<file path="src/rtl/fwd_pkg.sv">
// Shared definitions for the forwarding/hazard unit: operand-select encoding,
// shadow-pipeline slot layouts and the bubble constant.
package fwd_pkg;

  localparam int SLOT_REG_W = 4;

  localparam logic [1:0] SEL_RF  = 2'd0;
  localparam logic [1:0] SEL_MEM = 2'd1;
  localparam logic [1:0] SEL_WB  = 2'd2;

  typedef struct packed {
    logic [SLOT_REG_W-1:0] src1;
    logic [SLOT_REG_W-1:0] src2;
    logic                  uses1;
    logic                  uses2;
    logic [SLOT_REG_W-1:0] dest;
    logic                  wb_en;
    logic                  mem_r_en;
  } exe_slot_t;

  // Later stages only need to know what they will write back.
  typedef struct packed {
    logic [SLOT_REG_W-1:0] dest;
    logic                  wb_en;
    logic                  mem_r_en;
  } res_slot_t;

  localparam exe_slot_t BUBBLE = '{
    src1:     {SLOT_REG_W{1'b0}},
    src2:     {SLOT_REG_W{1'b0}},
    uses1:    1'b0,
    uses2:    1'b0,
    dest:     {SLOT_REG_W{1'b0}},
    wb_en:    1'b0,
    mem_r_en: 1'b0
  };

  localparam res_slot_t RES_EMPTY = '{
    dest:     {SLOT_REG_W{1'b0}},
    wb_en:    1'b0,
    mem_r_en: 1'b0
  };

  function automatic res_slot_t to_res(input exe_slot_t s);
    res_slot_t r;
    r.dest     = s.dest;
    r.wb_en    = s.wb_en;
    r.mem_r_en = s.mem_r_en;
    return r;
  endfunction

endpackage

</file>
<file path="src/rtl/fwd_select.sv">
// Operand-select comparator for one EXE source: picks the youngest in-flight
// producer (MEM before WB) of the register, else the register file.
module fwd_select
  import fwd_pkg::*;
#(
  parameter int REG_W  = SLOT_REG_W,
  parameter bit FWD_EN = 1'b1
) (
  input  logic             uses,
  input  logic [REG_W-1:0] src,
  input  logic             mem_wb_en,
  input  logic [REG_W-1:0] mem_dest,
  input  logic             wb_wb_en,
  input  logic [REG_W-1:0] wb_dest,
  output logic [1:0]       sel
);

  // Priority select: MEM result is younger than WB result.
  always_comb begin
    sel = SEL_RF;
    if (!FWD_EN || !uses) begin
      sel = SEL_RF;
    end else if (mem_wb_en && (mem_dest == src)) begin
      sel = SEL_MEM;
    end else if (wb_wb_en && (wb_dest == src)) begin
      sel = SEL_WB;
    end else begin
      sel = SEL_RF;
    end
  end

endmodule

</file>
<file path="src/rtl/forwarding_hazard_unit.sv">
// Shadow pipeline of register usage (EXE/MEM/WB) driving the execute-stage
// operand selects and the load-use stall request.
module forwarding_hazard_unit
  import fwd_pkg::*;
#(
  parameter int REG_W  = SLOT_REG_W,
  parameter bit FWD_EN = 1'b1
) (
  input  logic             clk,
  input  logic             rst,
  input  logic             freeze,
  input  logic             flush,
  input  logic [REG_W-1:0] id_src1,
  input  logic [REG_W-1:0] id_src2,
  input  logic             id_two_src,
  input  logic             id_uses_src1,
  input  logic [REG_W-1:0] id_dest,
  input  logic             id_wb_en,
  input  logic             id_mem_r_en,
  output logic [1:0]       sel_src1,
  output logic [1:0]       sel_src2,
  output logic             hazard_stall
);

  exe_slot_t exe_slot_r;
  res_slot_t mem_slot_r;
  res_slot_t wb_slot_r;
  exe_slot_t id_slot_s;
  logic      raw_exe_s;
  logic      raw_mem_s;
  logic      hazard_stall_s;

  function automatic logic id_reads(input logic             uses1,
                                    input logic [REG_W-1:0] src1,
                                    input logic             two_src,
                                    input logic [REG_W-1:0] src2,
                                    input logic [REG_W-1:0] dest);
    return (uses1 && (src1 == dest)) || (two_src && (src2 == dest));
  endfunction

  // Pack the decoding instruction into slot form.
  always_comb begin
    id_slot_s          = BUBBLE;
    id_slot_s.src1     = id_src1;
    id_slot_s.src2     = id_src2;
    id_slot_s.uses1    = id_uses_src1;
    id_slot_s.uses2    = id_two_src;
    id_slot_s.dest     = id_dest;
    id_slot_s.wb_en    = id_wb_en;
    id_slot_s.mem_r_en = id_mem_r_en;
  end

  // RAW detection; without forwarding any in-flight producer in EXE or MEM
  // blocks the ID instruction, with forwarding only a load in EXE does.
  always_comb begin
    raw_exe_s = exe_slot_r.wb_en &&
                id_reads(id_uses_src1, id_src1, id_two_src, id_src2, exe_slot_r.dest);
    raw_mem_s = mem_slot_r.wb_en &&
                id_reads(id_uses_src1, id_src1, id_two_src, id_src2, mem_slot_r.dest);
    if (flush) begin
      hazard_stall_s = 1'b0;
    end else if (FWD_EN) begin
      hazard_stall_s = raw_exe_s && exe_slot_r.mem_r_en;
    end else begin
      hazard_stall_s = raw_exe_s || raw_mem_s;
    end
  end

  assign hazard_stall = hazard_stall_s;

  // Shadow pipeline advance; freeze holds every slot including on flush/stall.
  always_ff @(posedge clk) begin
    if (rst) begin
      exe_slot_r <= BUBBLE;
      mem_slot_r <= RES_EMPTY;
      wb_slot_r  <= RES_EMPTY;
    end else if (!freeze) begin
      wb_slot_r  <= mem_slot_r;
      mem_slot_r <= to_res(exe_slot_r);
      exe_slot_r <= (flush || hazard_stall_s) ? BUBBLE : id_slot_s;
    end else begin
      exe_slot_r <= exe_slot_r;
      mem_slot_r <= mem_slot_r;
      wb_slot_r  <= wb_slot_r;
    end
  end

  fwd_select #(.REG_W(REG_W), .FWD_EN(FWD_EN)) u_sel_src1 (
    .uses      (exe_slot_r.uses1),
    .src       (exe_slot_r.src1),
    .mem_wb_en (mem_slot_r.wb_en),
    .mem_dest  (mem_slot_r.dest),
    .wb_wb_en  (wb_slot_r.wb_en),
    .wb_dest   (wb_slot_r.dest),
    .sel       (sel_src1)
  );

  fwd_select #(.REG_W(REG_W), .FWD_EN(FWD_EN)) u_sel_src2 (
    .uses      (exe_slot_r.uses2),
    .src       (exe_slot_r.src2),
    .mem_wb_en (mem_slot_r.wb_en),
    .mem_dest  (mem_slot_r.dest),
    .wb_wb_en  (wb_slot_r.wb_en),
    .wb_dest   (wb_slot_r.dest),
    .sel       (sel_src2)
  );

endmodule

</file>
<file path="config.mk">
export PLATFORM = sky130hd
export DESIGN_NAME = forwarding_hazard_unit
export DESIGN_NICKNAME = d
export VERILOG_FILES = /design/src/rtl/fwd_pkg.sv /design/src/rtl/fwd_select.sv /design/src/rtl/forwarding_hazard_unit.sv
export SDC_FILE = /design/constraint.sdc
export NUM_CORES = 1
export LEC_CHECK = 0
export CELL_PAD_IN_SITES_DETAIL_PLACEMENT = 2
export CELL_PAD_IN_SITES_GLOBAL_PLACEMENT = 2
export CORE_MARGIN = 2
export CORE_UTILIZATION = 31
export DETAILED_ROUTE_END_ITERATION = 16
export PLACE_DENSITY_LB_ADDON = 0.15
export RECOVER_POWER = 25
export SLEW_MARGIN = 25
export SYNTH_ARGS = -nofsm -noshare
export SYNTH_HDL_FRONTEND = slang
export SYNTH_HIERARCHICAL = 1
export SYNTH_SLANG_ARGS = --single-unit
</file>
<file path="constraint.sdc">
create_clock -name clk -period 2.3 [get_ports clk]
set_clock_uncertainty 0.1 [all_clocks]
set_input_delay 0.23 -clock clk [delete_from_list [all_inputs] [get_ports clk]]
set_output_delay 0.23 -clock clk [all_outputs]
set_load 0.01 [all_outputs]
</file>
# Word-level counts from Yosys, hierarchy flattened
# Cells that the tools add are included.
classes:
  n_eq_ne: 6
  n_reduce_logical: 10
  mux: 8
ops:
  columns: ["operator", "n"]
  rows:
  - ["$eq 4x4->1", 6]
  - ["$mux 16", 1]
  - ["$mux 2", 6]
  - ["$logic_and 1x1->1", 8]
  - ["$logic_or 1x1->1", 2]
  - ["$mux 1", 1]
totals:
  in_bits: 20
  wordCells: 35
  ff_bits: 26
  out_inout_bits: 5

# Depth between registers and ports, before layout
# Gate-level depths: netlist of the first run.
depth:
  depth_word: 8
  mapped_depth: 6
  depth_no_buf: 5

# Cells and area by module
# The synthesis of the first run kept the hierarchy.
modules_own_cells:
  columns: ["mod", "area_each_um2", "seq_area_each_um2", "instances", "cells_each"]
  rows:
  - ["forwarding_hazard_unit", 969.7, 520.5, 1, 84]
  - ["fwd_select", 107.6, 0.0, 2, 14]

# Worst setup path after synthesis of the first run
# No wires, ideal clock.
synth_path:
  path_type: "register -> register"
  start: "register exe_slot_r[4] (netlist bit)"
  end: "register exe_slot_r[2] (netlist bit)"
  path_slack_ps: 727
  setup_time_ps: 117
  path_stages_with_launch: 6
  period_less_slack_ps: 1573
  required_time_ps: 2083
  t_arrival_ps: 1356
  n_path_buf: 1
  cell_sequence: "dfxtp_1 > xor2_1 > nor4_2 > nor3_4 > buf_6 > a22o_1"
synth_between:
  elab_chain_cells: 8
  word_cells_on_any_way: 10
  classes_between: "eq/ne: 2; mux: 2; reduce/logical: 6"
synth_rtl:
  columns: ["item", "line", "source"]
  rows:
  - ["start: declaration", "forwarding_hazard_unit.sv:25", "exe_slot_t exe_slot_r;"]
  - ["start signal: assignment", "forwarding_hazard_unit.sv:80", "exe_slot_r <= (flush || hazard_stall_s) ? BUBBLE : id_slot_s;"]
  - ["start signal: assignment", "forwarding_hazard_unit.sv:82", "exe_slot_r <= exe_slot_r;"]
  - ["$eq 4x4->1", "forwarding_hazard_unit.sv:38", "return (uses1 && (src1 == dest)) || (two_src && (src2 == dest));"]
  - ["$logic_and 1x1->1", "forwarding_hazard_unit.sv:38", null]
  - ["$logic_or 1x1->1 *", "forwarding_hazard_unit.sv:38", null]
  - ["$logic_and 1x1->1 *", "forwarding_hazard_unit.sv:56", "raw_exe_s = exe_slot_r.wb_en &&"]
  - ["$logic_and 1x1->1 *", "forwarding_hazard_unit.sv:63", "hazard_stall_s = raw_exe_s && exe_slot_r.mem_r_en;"]
  - ["$mux 1 *", "forwarding_hazard_unit.sv:60", "if (flush) begin"]
  - ["$logic_or 1x1->1 *", "forwarding_hazard_unit.sv:80", null]
  - ["$mux 16 *", "forwarding_hazard_unit.sv:80", null]
# Mark *: on every way between the ends. The rest lies on a longest branch, timed or not.
# A chain may end at the register's enable or synchronous reset.

# Final worst setup path of the first run
layout_path:
  start: "register mem_slot_r[2] (netlist bit)"
  end: "output port sel_src1[0]"
layout_between:
  elab_chain_cells: 4
layout_rtl:
  columns: ["item", "line", "source"]
  rows:
  - ["start: declaration", "forwarding_hazard_unit.sv:26", "res_slot_t mem_slot_r;"]
  - ["start signal: assignment", "forwarding_hazard_unit.sv:79", "mem_slot_r <= to_res(exe_slot_r);"]
  - ["start signal: assignment", "forwarding_hazard_unit.sv:83", "mem_slot_r <= mem_slot_r;"]
  - ["$eq 4x4->1", "fwd_select.sv:23", "end else if (mem_wb_en && (mem_dest == src)) begin"]
  - ["$logic_and 1x1->1", "fwd_select.sv:23", null]
  - ["$mux 2", "fwd_select.sv:23", null]
  - ["$mux 2", "fwd_select.sv:21", "if (!FWD_EN || !uses) begin"]
  - ["end: declaration", "forwarding_hazard_unit.sv:20", "output logic [1:0] sel_src1,"]
# No other way between the ends.

==> flow_summary.ini, run 1 <==
[run_status]
status = complete, no violations

[detailed_routing]
firstDrtPassIters = 3
drt-initial-drc-count = 15
wl_mm = 3.13
drc = 0
vias = 934
routed_via_density = 4.97
post_drt_wl_per_cell_um = 16.7
postRouteAntennaNets = 0

[logic_synthesis]
yosysUniqueCellTypes = 19
seq_area_frac_synth_pct = 43.9
syn-num-nets = 132
ys_warn_count = 6
ys_ff_latch = 26
synthCells = 112
syn_area_um2 = 1180
syn_area_per_cell_um2 = 10.6

[timing]
rsz0062_at_grt = false
worst_pin_slew_ps = 839
setup_viol = 0
fin_crit_sh_pct = 95.6
postLayoutSetupSlackWorst_ps = 101
fmax_mhz = 455
relSlewSlack_pct = 44.1
final_max_slew_viol_count = 0
final.min_clock_period_ps = 2200
hold_viol = 0
setup_tns_ps = 0

[global_route]
grt_pass1_vias = 995
gr-total-overflow = 0
grt_max_degree = 17
antenna_found_initial = 0
grt_first_pass_wirelength_mm = 5.07
track_usage_pct = 16.0

[placement]
place_area_um2 = 1500
dp_slack_ps = -18.7
place_hpwl_mm = 2.37
place.gp.congestion = 0.792
io_buffers = 24
dp_cells = 185

[min_path]
whs_path_depth = 1
hp-class = reg -> reg

[worst_setup_path]
crit_buf_inv = 1
cp_top_family = buffers and inverters
critPathMaxFanout = 4
crit_path_end = sel_src1[0]
regToRegSetupSlack_ps = 410
worstSetupEndpointType = output pin
worstPathCellList = xor2_1, nor4_2, and2_1, clkdlybuf4s50_1
crit_path_start = mem_slot_r[2]
start_kind = flip-flop
arrival_ps = 1870
r2r_end = exe_slot_r[10]
path_class = reg -> out
rr_worst_depth = 5
cpPeakStageDelay_ps = 530
crit_required_ps = 1970
r2r_start = exe_slot_r[5]
crit_slowest_cell = clkdlybuf4s50_1
cp.depth = 4

[clock_tree]
ctsLongestPathBuffers = 2
cts-root-buf = clkbuf_8
insertion_delay_ps = 270
cts_buffers = 3
cts.clk_slew.worst_paths_ps = 90
htreeDepth = 1
cts_tree = done
post_cts_buffers = 0
clock-sinks = 26

[cells_and_area]
antenna_cells = 0
fin_cells = 188
final_common_cell = dfxtp_1
fillCellCount = 395
layout.nets = 162
final_cell_mix = dfxtp_1 (26), clkdlybuf4s50_1 (22), a22o_1 (16)
final_layout_size_suffix_gt1_share_pct = 9.29
finish.instance_area_um2 = 1540
area_growth_pct = 29.9

[pwr]
p_leak_nw = 0.619
power_density_nw_per_um2 = 552
ir_drop_mv = 0.214

[floorplan]
die_w_um = 65.8
die_area_um2 = 4330
core_area_um2 = 3660
placementRows = 22
start_util_pct = 32.4
io_pins = 25
fp.dieH_um = 65.8

[job]
cap_violations = 0
==> kinds of logic after synthesis <==
logic type | synth area share (%)
buf+inv | 2.32
compound gates | 11.8
xor+xnor | 17.7
simple gates | 15.7
flops | 43.9
mux | 8.45
==> report_power, final <==
group	internal (mW)	switching [mW]
registers	0.464	0.0172
logic	0.0623	0.0457
clock network	0.117	0.143
==> metal layers <==
layer	up-vias	part of all wire (%)	track usage, %
met5	-	0	0
met4	0	0.96	5.47
met3	4	2.3	3.07
met1	463	45	19.4
li1	456	-	-
met2	11	52	28.0
==> cell usage after synthesis <==
cell | number | area (µm²)
nand3_1 | 4 | 20.0
dfxtp_1 | 26 | 521
a22o_1 | 16 | 140
nor3_4 | 1 | 16.3
buf_2 | 1 | 5.00
and2_1 | 2 | 12.5
buf_1 | 1 | 3.75
nor2_1 | 12 | 45.0
nor3_1 | 2 | 10.0
mux2i_1 | 10 | 100
nand4_1 | 2 | 12.5
buf_6 | 1 | 11.3
xnor2_1 | 12 | 105
or3_1 | 1 | 6.26
nand2_1 | 2 | 7.51
xor2_1 | 12 | 105
nor2b_1 | 1 | 6.26
clkbuf_1 | 2 | 7.51
nor4_2 | 4 | 50.1
==> worst min path at each step <==
stage,end,startpoint,slack [ps]
final,exe_slot_r[6],exe_slot_r[6],420
after global routing,exe_slot_r[6],exe_slot_r[6],450
after global placement,exe_slot_r[6],exe_slot_r[6],400
after floorplan,exe_slot_r[10],id_src2[2],260
after detailed placement,exe_slot_r[6],exe_slot_r[6],390
after CTS,exe_slot_r[6],exe_slot_r[6],420
==> flip-flops by register name, indices dropped and copies added, names as in the netlist <==
register    flops
exe_slot_r     16
mem_slot_r      5
wb_slot_r       5
==> area by class of cell <==
| class | instances | area (µm²) | area share, % |
|---|---|---|---|
| clock buffers | 3 | 41.3 | 2.68 |
| repair buffers | 30 | 280 | 18.2 |
| multi-input cells | 81 | 637 | 41.4 |
| flip-flops and latches | 26 | 520 | 33.8 |
| well taps | 48 | 60.1 | 3.90 |
==> through the flow <==
stage,utilization [%],hold slack [ps],power (mW)
2_1_floorplan,-,263,0.542
3_3_place_gp,41.0,399,0.598
3_5_place_dp,41.0,394,0.601
4_1_cts,42.1,417,0.857
5_1_grt,42.0,445,0.900
6_report,42.0,417,0.849
==> what timing repair did <==
item | in CTS | in global routing
hold buffers | 0 | 0
gates resized for setup | 1 | 0
hold endpoints to repair | 0 | 0
setup endpoints to repair | 1 | 0
No activity file was read; power rests on OpenSTA's default activity.
==> run 2, diff against run 1 <==
CORE_UTILIZATION = 38   (was 31)
DONT_BUFFER_PORTS = 1   (was default)
GPL_ROUTABILITY_DRIVEN = 0   (was default)
==> flow_summary.ini, run 2 (synthesis gave the netlist of run 1 again) <==
[worst_setup_path]
worstSetupEndpointType = output pin
path_class = reg -> out
regToRegSetupSlack_ps = 490
critPathMaxFanout = 4
crit_required_ps = 1970
start_kind = flip-flop
arrival_ps = 1670

[cells_and_area]
final_common_cell = dfxtp_1
finish.instance_area_um2 = 1420
fillCellCount = 316
top_register = exe_slot_r
area_growth_pct = 19.7
layout.nets = 152
final_cell_mix = dfxtp_1 (26), dlygate4sd3_1 (19), a22o_1 (16)
antenna_cells = 0
final_layout_size_suffix_gt1_share_pct = 6.92
reg.largest.list = exe_slot_r: 16 flops, mem_slot_r: 5 flops, wb_slot_r: 5 flops
largest_reg_flops = 16
fin_cells = 163

[floorplan]
placementRows = 20
die_w_um = 59.8
die_area_um2 = 3580
io_pins = 25
core_area_um2 = 3000
fp.dieH_um = 59.8
start_util_pct = 39.5

[timing]
rsz0062_at_grt = false
relSlewSlack_pct = 54.3
hold_viol = 0
setup_tns_ps = 0
worst_pin_slew_ps = 683
setup_viol = 0
fin_crit_sh_pct = 87.0
final_max_slew_viol_count = 0
final.min_clock_period_ps = 2000
holdWs_ps = 238
fmax_mhz = 500

[clock_tree]
cts_tree = done
cts-resized-gates = 0
ctsLongestPathBuffers = 2
post_cts_buffers = 0
insertion_delay_ps = 320
htreeDepth = 1
cts.clk_slew.worst_paths_ps = 140
cts_buffers = 3
clock-sinks = 26
cts-root-buf = clkbuf_4

[detailed_routing]
postRouteAntennaNets = 0
firstDrtPassIters = 3
wl_mm = 3.21
drt-initial-drc-count = 21
routed_via_density = 5.52
vias = 900
post_drt_wl_per_cell_um = 19.7
drc = 0

[global_route]
antenna_found_initial = 0
gr-total-overflow = 0
grt_pass1_vias = 964
grt_first_pass_wirelength_mm = 5.05
grt_max_degree = 17
track_usage_pct = 19.8

[placement]
dp_cells = 141
place_area_um2 = 1210
place_hpwl_mm = 2.27
io_buffers = 0

[pwr]
p_total_mw = 0.770
power_density_nw_per_um2 = 542
ir_drop_mv = 0.231
p_leak_nw = 0.575

[job]
cap_violations = 0

[min_path]
hp-class = in -> reg

[run_status]
status = complete, no violations
-- run 2: changes by cell type in the layout (fill, tap and decap cells not counted), moves of 3 or more --
| cell | delta |
|---|---|
| clkbuf_4 | +3 |
| clkbuf_8 | -3 |
| buf_4 | -4 |
| dlygate4sd3_1 | +18 |
| clkdlybuf4s50_1 | -22 |
-- run 2: routing by layer --
layer,part of all wire (%),vias up,track usage [%]
met4,0.44,0,2.86
met2,53,11,36.3
met3,2.5,2,4.11
met1,44,453,24.1
li1,-,434,-
met5,0,-,0
-- run 2: layout make-up --
class | instances | area [µm²] | area share, %
Multi-Input combinational cell | 81 | 637 | 44.9
Clock buffer | 3 | 22.5 | 1.59
Timing Repair Buffer | 20 | 198 | 13.9
Tap cell | 33 | 41.3 | 2.91
Sequential cell | 26 | 520 | 36.7
-- run 2: final timing paths --
path | start | endpoint | depth (start not counted)
worst min register to register | exe_slot_r[0] | exe_slot_r[0] | 1
worst max-delay path | exe_slot_r[5] | hazard_stall | 5
worst max register to register | exe_slot_r[5] | exe_slot_r[6] | 4
worst min-delay path | rst | exe_slot_r[5] | 3
-- run 2: worst max-delay path: stages, from the launching register on --
cell and delay (ps):
dfxtp_1 440, xnor2_1 150, nand4_1 140, nor4_2 330, nor2_1 80, nor2_1 210
-- run 2: stage by stage --
step | util (%) | setup slack, ps
2_1_floorplan | - | 727
3_3_place_gp | 40.2 | 587
5_1_grt | 47.3 | 112
3_5_place_dp | 40.2 | 535
6_report | 47.3 | 299
4_1_cts | 47.3 | 272
-- run 2: what timing repair did --
| action | 4_1_cts | 5_1_grt |
|---|---|---|
| hold buffers | 19 | 0 |
| hold endpoints to repair | 26 | 0 |
| endpoints found under the setup margin | 0 | 0 |
-- run 2: where the power goes --
part | internal (mW) | switching (mW) | total, mW
clock | 0.0613 | 0.133 | 0.195
sequential | 0.464 | 0.0167 | 0.481
combinational | 0.0525 | 0.0416 | 0.0941
==> patch 1, RTL diff (settings of run 1) <==
Set the package constant `SLOT_REG_W` to 6 (it was 4).
--- a/src/rtl/fwd_pkg.sv
+++ b/src/rtl/fwd_pkg.sv
@@ -4,3 +4,3 @@
 
-  localparam int SLOT_REG_W = 4;
+  localparam int SLOT_REG_W = 6;
 
Interface: changed (resized id_dest, id_src1 and id_src2); port bits go from 25 to 31. The function was not compared with the original's and may differ.
==> patch 1 against run 1 <==
- largest power group unchanged
- sequential cell count increased by 10
- critical endpoint is now sel_src1[1]
- synthesized area increased by 65%
- cell count increased by 70%
- first-iteration DRC count increased to 5.5 times the old value
- highest routed layer unchanged
- routed wire length increased by 98%
- setup slack about the same
- power increased by 81%
- cell area increased by 64%
- register-to-register slack improved by 150 ps
==> patch 1: results (changes against run 1) <==
| Metric | Value |
|---|---|
| Status | complete, no violations (unchanged) |
| CTS Buf Count | 5 (was 3) |
| Skew-Pair Late Insertion Delay | 290 ps (was 270 ps) |
| Detailed Place HPWL | 4329 um (was 2374 um) |
| Peak VDD IR | 276.6 uV (was 214.2 uV) |
| Slew HR | 0.3150 (was 0.4406) |
| Routed met2 length | 3079 um (was 1623 um) |
| Largest net degree at the start of global routing | 45 (was 17) |
| Hold Path Stages | 2 (was 1) |
| Mux contribution to synthesized area | 0.07157 (was 0.08448) |
| Wire length on met3 | 270 um (was 73 um) |
| Wire length per cell | 19.44 um (was 16.66 um) |
| Layout cell share with drive strength beyond 1 | 0.2377 (was 0.09286) |
| Post-synthesis compound-gate area fraction | 0.1994 (was 0.1183) |
| GRT Total Usage | 0.1851 (was 0.1599) |
| M1 WL | 2755 um (was 1405 um) |
| Final Wtd Congestion | 0.7791 (was 0.7924) |
| Worst r2r src | exe_slot_r[2] (was exe_slot_r[5]) |
| Hold EP | exe_slot_r[0] (was exe_slot_r[6]) |
| Grt met1 use | 0.2319 (was 0.1941) |
| CP Max Fanout | 3 (was 4) |
| R2R cell count | 5 (unchanged) |
| Fin cells | 319 (was 188) |
| H-tree level count | 2 (was 1) |
| Pre-antenna DRT Iters | 4 (was 3) |
| Top flop regs | exe_slot_r: 22 flops, mem_slot_r: 7 flops, wb_slot_r: 7 flops (was exe_slot_r: 16 flops, mem_slot_r: 5 flops, wb_slot_r: 5 flops) |
| First-pass GRT wire length | 10100 um (was 5071 um) |
| Max stage delay on crit path | 570 ps (was 530 ps) |
| Sequential-to-total area share from yosys stat | 0.3681 (was 0.4393) |
| Combinational power | 261 uW (was 108 uW) |
| Vias in the first global route | 1865 (was 995) |
| Nets | 269 (was 162) |
| Pint | 1118 uW (was 643.4 uW) |
| Mapped Cells | 203 (was 112) |
| Met3 global-route usage | 0.04055 (was 0.03066) |
| Vias per cell | 5.313 (was 4.968) |
| P_seq | 709 uW (was 481 uW) |
| Synth area leaders | dfxtp_1, xnor2_1, a32oi_1 (was dfxtp_1, a22o_1, xnor2_1) |
| Max frequency | 454.7 MHz (about the same) |
| Initial DRC Count | 82 (was 15) |
| Capture point of the critical path | sel_src1[1] (was sel_src1[0]) |
| Worst hold start | exe_slot_r[0] (was exe_slot_r[6]) |
| Reg2Reg Setup Slack | 560 ps (was 410 ps) |
| Met2 Usage GRT | 0.3138 (was 0.2803) |
| DP Worst Slack | -48.10 ps (was -18.75 ps) |
| Placed cell count | 311 (was 185) |
[patch 1: per-stage QoR]
| step | setup TNS (ps) | area (um^2) | utilization |
|---|---|---|---|
| 4_1_cts | 0 | 2490 | 0.4132 |
| 3_3_place_gp | -52.03 | 2382 | 0.3953 |
| 3_5_place_dp | -48.10 | 2382 | 0.3953 |
| 6_report | 0 | 2527 | 0.4194 |
| 2_1_floorplan | 0 | 1958 | - |
| 5_1_grt | 0 | 2527 | 0.4194 |
[patch 1: area by class of cell]
type / count / area [um^2]
Fill cell: 663 / 3498
Multi-Input combinational cell: 153 / 1151
Sequential cell: 36 / 734.5
Timing Repair Buffer: 47 / 440.4
Tap cell: 75 / 93.84
Clock buffer: 6 / 72.57
Clock inverter: 2 / 35.03
[patch 1: timing repair]
item | in CTS | in global routing
endpoints found under the setup margin | 1 | 3
gates resized for setup | 2 | 14
pin swaps | 0 | 2
==> patch 2, RTL diff (flow settings as in run 1) <==
Made on the original files. Make the reset (`rst`) asynchronous in one clocked block.
--- a/src/rtl/forwarding_hazard_unit.sv
+++ b/src/rtl/forwarding_hazard_unit.sv
@@ -71,3 +71,3 @@
   // Shadow pipeline advance; freeze holds every slot including on flush/stall.
-  always_ff @(posedge clk) begin
+  always_ff @(posedge clk or posedge rst) begin
     if (rst) begin
Check against the original RTL: differs if rst is asserted again (counterexample within 4 cycles, from zero or initial values and one cycle with rst high); with rst held inactive, the same outputs for 10 cycles.
==> patch 2 against run 1 <==
- sequential cell count did not move
- non-clock buffer count increased by 3
- synthesized area up 18%
- setup slack better by 81 ps
- cell area rose by 17%
- routed wire length grew 16%
- critical path type is now in -> out
- highest routed layer unchanged
Power is not compared: it rests on default switching activity, and its combinational part moved more than twofold at a synthesized area within 25%.
==> patch 2: results (changes against run 1) <==
| Metric | Value |
|---|---|
| R2r endpoint | exe_slot_r[9] (was exe_slot_r[10]) |
| Capture point of the critical path | hazard_stall (was sel_src1[0]) |
| Filler cell count | 471 (was 395) |
| Clock buffers and inverters, area share | 0.02287 (was 0.02683) |
| FF+latch area | 650.6 um^2 (was 520.5 um^2) |
| Pre-antenna DRT Iters | 4 (was 3) |
| Layout cell share with drive strength beyond 1 | 0.1646 (was 0.09286) |
| Fraction of area in multi-input gates | 0.3867 (was 0.4138) |
| Status | complete, no violations (unchanged) |
| DP Worst Slack | -7.867 ps (was -18.75 ps) |
| Max frequency | 472.2 MHz (was 454.7 MHz) |
| Placed cell areas | 1704 um^2 (was 1503 um^2) |
| Worst hold start | id_dest[3] (was exe_slot_r[6]) |
| Vias in the first global route | 1232 (was 995) |
| Largest net degree at the start of global routing | 27 (was 17) |
| Worst r2r src | exe_slot_r[2] (was exe_slot_r[5]) |
| Worst slew pin tran | 1446 ps (was 839.1 ps) |
| Nets | 186 (was 162) |
| Hold Path Stages | 3 (was 1) |
| Sequential cell count | 26 (unchanged) |
| Plain + repair buffers | 33 (was 30) |
| Reg2Reg Setup Slack | 600 ps (was 410 ps) |
| Core ar. | 4354 um^2 (was 3661 um^2) |
| Hold crit path type | in -> reg (was reg -> reg) |
| Sequential-to-total area share from yosys stat | 0.4647 (was 0.4393) |
| Synth top cells by count | dfrtp_1, nand2_1, xnor2_1, xor2_1 (was dfxtp_1, a22o_1, nor2_1, xnor2_1, xor2_1) |
| Post-synth ARST share | 1.000 (was 0) |
| Worst Path Arrival | 1790 ps (was 1870 ps) |
| Mapped Nets | 154 (was 132) |
| GRT Total Usage | 0.1586 (was 0.1599) |
| Critical Path Source | id_src1[0] (was mem_slot_r[2]) |
| Netlist cell types | 20 (was 19) |
| Hold EP | exe_slot_r[5] (was exe_slot_r[6]) |
| Final Wtd Congestion | 0.6935 (was 0.7924) |
| Multi-input gates | 92 (was 81) |
| Wire length per cell | 16.83 um (was 16.66 um) |
==> patch 2: cell count changes after synthesis, sizes merged, moves of 2 or more <==
cell / run 1 / this run
nor2: 12 / 1
o41ai: 0 / 9
mux2i: 10 / 0
dfrtp: 0 / 26
dfxtp: 26 / 0
inv: 0 / 10
buf: 3 / 5
o31ai: 0 / 7
a22o: 16 / 0
nand2: 2 / 25
mux2: 0 / 10
==> patch 2: metrics by stage <==
step / util / std cells / TNS [ps] / hold slack [ps] / power, uW
after floorplan: - / 134 / 0 / 170.0 / 684.9
after global routing: 0.4147 / 216 / 0 / 415.4 / 1103
after CTS: 0.4023 / 212 / 0 / 236.0 / 1036
final: 0.4147 / 216 / 0 / 402.5 / 1036
after detailed placement: 0.3914 / 209 / -7.867 / 413.0 / 775.9
after global placement: 0.3914 / 209 / 0 / 403.1 / 763.3
==> patch 2: metal layers <==
metal  GRT usage  share of wire  vias to the layer above
li1            -              -                      525
met1      0.2034           0.45                      546
met2      0.2788           0.51                       17
met3     0.02137          0.027                        5
met4     0.04403          0.013                        0
met5           0              0                        -
==> patch 2: timing repair <==
action	CTS	global route
buffers inserted	0	4
setup endpoints to repair	1	2
hold endpoints to repair	0	0
resized for setup	2	6
pin swaps	3	4
==> patch 2: kinds of logic (layout without fill, tap and decap cells) <==
| kind of cell | after synthesis | count (layout) | synth area share |
|---|---|---|---|
| buffers and inverters | 16 | 46 | 0.05451 |
| AO/OA/AOI/OAI | 17 | 17 | 0.1010 |
| AND/OR/NAND/NOR | 41 | 41 | 0.1492 |
| multiplexers | 10 | 10 | 0.08043 |
| flip-flops | 26 | 26 | 0.4647 |
| XOR/XNOR | 24 | 24 | 0.1501 |
